`config.mk`:
```
export PLATFORM = sky130hd
export DESIGN_NAME = lelbc_round_fn
export DESIGN_NICKNAME = d
export VERILOG_FILES = /design/src/rtl/lelbc_round_fn.sv
export SDC_FILE = /design/constraint.sdc
export NUM_CORES = 1
export LEC_CHECK = 0
export ABC_AREA = 0
export BUFFER_PORTS_ARGS = -buffer_cell sky130_fd_sc_hd__buf_4
export CORE_UTILIZATION = 45
export CTS_CLUSTER_DIAMETER = 200
export DETAILED_ROUTE_END_ITERATION = 16
export PLACE_DENSITY_LB_ADDON = 0.15
export SLEW_MARGIN = 20
export SYNTH_ARGS = -nofsm -noshare
export SYNTH_HDL_FRONTEND = slang
export SYNTH_SLANG_ARGS = --single-unit
```
`constraint.sdc`:
```
create_clock -name clk -period 6.15 [get_ports clk]
set_input_delay 0.615 -clock clk [delete_from_list [all_inputs] [get_ports clk]]
set_output_delay 0.615 -clock clk [all_outputs]
set_load 0.05 [all_outputs]
```
`src/rtl/lelbc_round_fn.sv`:
```
// lelbc_round_fn: one registered round of the LELBC 64-bit block cipher
// with a 128-bit key. Each enabled cycle computes the next cipher state
// (AddRoundKey, 4-bit S-box layer, bit permutation) and the next key
// register (rotate, S-box on top byte, round-counter XOR).
//
// Ports:
//   clk        rising-edge clock
//   rst        asynchronous active-high reset, clears both outputs
//   en         update enable; outputs load only when high
//   state_in   [0:63]  current cipher state, bit 0 is the MSB
//   key_in     [0:127] current key register, bit 0 is the MSB
//   round      [0:4]   round counter, bit 0 is the MSB
//   state_out  [0:63]  registered next state
//   key_out    [0:127] registered next key
module lelbc_round_fn (
  input  logic         clk,
  input  logic         rst,
  input  logic         en,
  input  logic [0:63]  state_in,
  input  logic [0:127] key_in,
  input  logic [0:4]   round,
  output logic [0:63]  state_out,
  output logic [0:127] key_out
);

  function automatic logic [3:0] sbox(input logic [3:0] x);
    logic [3:0] y;
    case (x)
      4'h0: y = 4'hC;
      4'h1: y = 4'h5;
      4'h2: y = 4'h6;
      4'h3: y = 4'hB;
      4'h4: y = 4'h9;
      4'h5: y = 4'h0;
      4'h6: y = 4'hA;
      4'h7: y = 4'hD;
      4'h8: y = 4'h3;
      4'h9: y = 4'hE;
      4'hA: y = 4'hF;
      4'hB: y = 4'h8;
      4'hC: y = 4'h4;
      4'hD: y = 4'h7;
      4'hE: y = 4'h1;
      default: y = 4'h2;
    endcase
    return y;
  endfunction

  // Working copies are declared [W-1:0]; whole-vector assignment from the
  // [0:W-1] ports maps port bit 0 onto the LSB-based bit W-1, so internal
  // index j is exactly the LSB-based bit b(j).
  logic [63:0]  s_in;
  logic [127:0] k_in;
  logic [4:0]   rnd;

  assign s_in = state_in;
  assign k_in = key_in;
  assign rnd  = round;

  logic [63:0]  ark;
  logic [63:0]  sl;
  logic [63:0]  perm;
  logic [127:0] k_rot;
  logic [127:0] k_nxt;

  always_comb begin
    ark = s_in ^ k_in[127:64];

    sl = '0;
    for (int unsigned i = 0; i < 16; i++) begin
      sl[4*i +: 4] = sbox(ark[4*i +: 4]);
    end

    // Bit j moves to (16*j) mod 63; bit 63 is a fixed point.
    perm = '0;
    for (int unsigned j = 0; j < 63; j++) begin
      perm[(16 * j) % 63] = sl[j];
    end
    perm[63] = sl[63];
  end

  always_comb begin
    k_rot = {k_in[66:0], k_in[127:67]};
    k_nxt = k_rot;
    k_nxt[127:124] = sbox(k_rot[127:124]);
    k_nxt[123:120] = sbox(k_rot[123:120]);
    k_nxt[66:62]   = k_rot[66:62] ^ rnd;
  end

  logic [63:0]  state_q, state_d;
  logic [127:0] key_q, key_d;

  always_comb begin
    state_d = state_q;
    key_d   = key_q;
    if (en) begin
      state_d = perm;
      key_d   = k_nxt;
    end
  end

  always_ff @(posedge clk or posedge rst) begin
    if (rst) begin
      state_q <= '0;
      key_q   <= '0;
    end else begin
      state_q <= state_d;
      key_q   <= key_d;
    end
  end

  assign state_out = state_q;
  assign key_out   = key_q;

endmodule

```
==> After elaboration in Yosys (flattened, before gate mapping) <==
Memories as Yosys holds them, arrays and structs flattened. A register that Yosys moved wholly into a read port is not among the register bits.
Index checks and enable logic that the tools add are counted.
{ "op_classes": {"bitwise_logic": 2} }
{ "ops": {"columns": ["op", "count"], "rows": [
  ["64-bit bitwise XOR", 1],
  ["5-bit bitwise XOR", 1]
]} }
{ "totals": {"reg_bits": 128, "mem_bits_ro": 1152, "in_bits": 200, "memories": 18} }
{ "memory_table": {"columns": ["name", "depth", "width", "rd", "rd_clocked_by_memory_dff", "wr", "line", "rtl"], "rows": [
  ["(name not given)", 16, 4, 1, 1, 0, "28", "case (x)"],
  ["(name not given)", 16, 4, 1, 1, 0, "28", null],
  ["(name not given)", 16, 4, 1, 1, 0, "28", null],
  ["(name not given)", 16, 4, 1, 1, 0, "28", null],
  ["(name not given)", 16, 4, 1, 1, 0, "28", null],
  ["(name not given)", 16, 4, 1, 1, 0, "28", null],
  ["+12 memories", null, null, null, null, null, null, null]
]} }

==> Longest topological paths before layout <==
{ "depth": {"ltp_word": 1, "depth_mapped": 7, "mapped_depth_nobuf": 6} }

==> Worst setup path after synthesis <==
No wires, ideal clock.
{ "synth_path": {"path_type": "input -> register", "start": "in key_in[62] (netlist name)", "end": "reg state_q[32] (netlist: state_out[31])", "arrival_ns": 1.836, "t_required_ns": 6.009, "slack_ns": 4.173, "path_stages": 7, "cell_sequence": "buf_2 -> xnor2_1 -> inv_1 -> ha_1 -> and2_1 -> o211ai_1 -> o311ai_1"} }
{ "synth_between": {"elab_chain_cells": 1} }
{ "synth_rtl": {"columns": ["element", "line", "rtl"], "rows": [
  ["start, declared", "20", "input logic [0:127] key_in,"],
  ["64-bit bitwise XOR", "67", "ark = s_in ^ k_in[127:64];"],
  ["end, declared", "90", "logic [63:0] state_q, state_d;"]
]} }
No other way between the ends.
A chain may end at the register's enable or synchronous reset.

==> key figures <==
Floorplan
  • Die ar.: 0.0244 mm2
  • Die Width: 156 um
  • I/O pins: 392
  • Initial Util: 0.457
  • Die Ht: 156 um
  • Core box area: 0.0234 mm2
  • Row cnt: 56

Placement
  • GP Congestion: 0.796
  • PortBufs: 391
  • Post-place setup slack: 3.59 ns
  • Dpl hpwl: 18,600 um

Layout
  • Area Growth Syn to Fin: 35.7%
  • Layout cell share with drive strength beyond 1: 0.422
  • Filler Cell Count: 1,984
  • Register area: 0.00480 mm2
  • # diodes: 0
  • Layout net count: 1,547
  • Area of the multi-input gates: 0.00549 mm2

Synth
  • Seq/Total Area, Yosys: 0.449
  • XOR/XNOR Fraction of Synth Area: 0.103
  • Syn Inst Count: 913
  • Adder-Cell Fraction of Synth Area: 0.0679
  • Warnings from Yosys: 0
  • Top_reg_cell synth: dfrtp_1
  • Synthesized cell area: 0.0107 mm2
  • Compound-cell area share of the yosys netlist: 0.125
  • Fraction of registers with async set/reset: 1.00
  • Yosys reg bits: 192
  • EDFF count, synth: 0
  • Synthesized Nets: 1,171
  • Post-synthesis simple-gate area fraction: 0.0506
  • Synth cell types: 40
  • Main combinational cell family by area after synthesis: multiplexers
  • Mux share of post-synthesis cell area: 0.167
  • Mean Syn Cell Area: 11.7 um2

Clock network
  • CTS tree: built
  • Clk slew on worst S/H paths: 0.08 ns
  • Post-cts gate resize count: 0
  • Setup Fix Bufs, Post-CTS: 0
  • H-tree levels: 4
  • Clock Tree Buf Depth: 2
  • Clk_lat worst skew: 0.43 ns
  • Hold_buf cts: 0
  • CTS Buf Count: 17
  • Clock Sinks: 192
  • CTS root buffer: clkbuf_16

STA
  • Setup violators final: 0
  • Final min period: 2.14 ns
  • Max Fclk: 468 MHz
  • Unrepaired setup endpoints after global routing: no
  • Relative slew slack: 0.365
  • Final Max Tran Viols: 0
  • Slew of the pin with the lowest slew margin: 0.951 ns
  • Final Cycle Share: 0.347
  • Setup Skew: 0 ns
  • Setup TNS: 0 ns
  • Final WS setup: 4.01 ns
  • Hold Fails Final Rpt: 0

Setup path
  • Reg-to-reg slack, setup: 5.30 ns
  • Reg2reg path depth: 1
  • Critical path required time: 6.47 ns
  • CP delay by family, top: buffers and inverters
  • Slowest-stage cell, CP: inv_2
  • Crit start category: primary input
  • Critical-path cell list: clkbuf_8 -> inv_2 -> nor2_1 -> a221o_1
  • Critical path class: primary input to flip-flop
  • Reg2reg start: state_out[20]$_DFFE_PP0P_
  • Buf/Inv on CP: 2
  • CP arrival: 2.45 ns
  • Worst setup EP type: flip-flop
  • R2r endpoint: state_out[20]$_DFFE_PP0P_
  • Worst stage delay on the critical path: 0.87 ns
  • CP Max Fanout: 97

Route
  • Final wirelength: 25,400 um
  • Routed WL per cell: 15.7 um
  • First-pass iteration count of the detailed router: 6
  • Drt drc: 0
  • Starting DRT DRC Count: 352
  • DR vias: 8,236
  • Post-DRT Antenna Nets: 0
  • DR vias/cell: 5.08

Global routing
  • GR Overflow Total: 0
  • Largest net degree at the start of global routing: 141
  • Initial antenna violation count: 0
  • Vias in the first global route: 7,918
  • Global-route wire length before repair: 40,300 um
  • GRT Util Overall: 0.209

Hold path
  • Worst min-delay path class: primary input to async pin

Pwr
  • Peak supply drop: 0.188 mV
  • Leak pwr: 0.00683 uW
  • Pwr/cell area: 300 mW/mm2

Status
  • Outcome: finished clean

Job
  • Max-Cap Viols: 0
==> layout by cell type, fill, tap and decap left out, drive strengths merged, types with 22 or more instances in the layout <==
master / count
xor2: 27
nand2: 40
o21ai: 30
inv: 72
mux2: 120
buf: 392
nor2: 58
mux2i: 39
xnor2: 57
a31oi: 22
dfrtp: 192
o211ai: 39
ha: 58
a21oi: 24
==> per-stage QoR <==
| stage | hold WS, ns | cell area (um2) | util | power (uW) | std cells |
|---|---|---|---|---|---|
| 3_5_place_dp | 0.474 | 13900 | 0.594 | 3240 | 1589 |
| 3_3_place_gp | 0.465 | 13900 | 0.594 | 3220 | 1589 |
| 6_report | 0.351 | 14500 | 0.620 | 4350 | 1621 |
| 4_1_cts | 0.377 | 14500 | 0.620 | 4390 | 1621 |
| 5_1_grt | 0.379 | 14500 | 0.620 | 4550 | 1621 |
| 2_1_floorplan | 0.750 | 10700 | - | 2680 | 913 |
==> Yosys cell counts (all sizes together) (24+ instances only) <==
cell type / number / area share
dfrtp: 192 / 0.45
mux2: 120 / 0.13
ha: 58 / 0.068
xnor2: 57 / 0.062
mux2i: 39 / 0.037
o211ai: 39 / 0.027
a21oi: 24 / 0.011
xor2: 27 / 0.041
o21ai: 30 / 0.014
nor2: 58 / 0.020
nand2: 40 / 0.014
inv: 63 / 0.022
==> where the power goes <==
group          total, uW  leakage [uW]  internal, uW  switching (uW)
registers           1530       0.00225          1440            93.3
clock network       1140      0.000287           585             559
logic               1670       0.00429           585            1090
total               4350       0.00683          2610            1740
==> cells by family after synthesis <==
family / after synthesis
compound gates: 191
xor+xnor: 84
fa+ha+maj: 58
buf+inv: 100
flops: 192
mux: 161
simple gates: 127
==> state kept, by name, indices dropped and copies added (netlist names) <==
signal,cells
key_out,128
state_out,64
==> cell type report <==
type,count,share of cell area
multi-input cells,621,0.378
flip-flops and latches,192,0.331
repair buffers,393,0.205
clock buffers,18,0.0296
well taps,319,0.0275
inverters,64,0.0171
clock inverters,14,0.0116
==> worst max path at each step <==
stage | slack [ns] | from | cells after the start | end
after floorplan | 0.31 | rst | 1 | key_out[0]$_DFFE_PP0P_
after global placement | 3.63 | en | 4 | state_out[19]$_DFFE_PP0P_
after detailed placement | 3.59 | en | 4 | state_out[20]$_DFFE_PP0P_
after CTS | 4.05 | en | 4 | state_out[20]$_DFFE_PP0P_
after global routing | 3.92 | en | 4 | state_out[20]$_DFFE_PP0P_
final | 4.01 | en | 4 | state_out[20]$_DFFE_PP0P_
==> metal layers <==
layer / track usage / up-vias / routed length (um)
li1: - / 4009 / -
met1: 0.250 / 3971 / 10400
met2: 0.364 / 235 / 12700
met3: 0.0603 / 21 / 1860
met4: 0.0579 / 0 / 377
met5: 0 / - / 0
(Power assumes the default switching activity.)
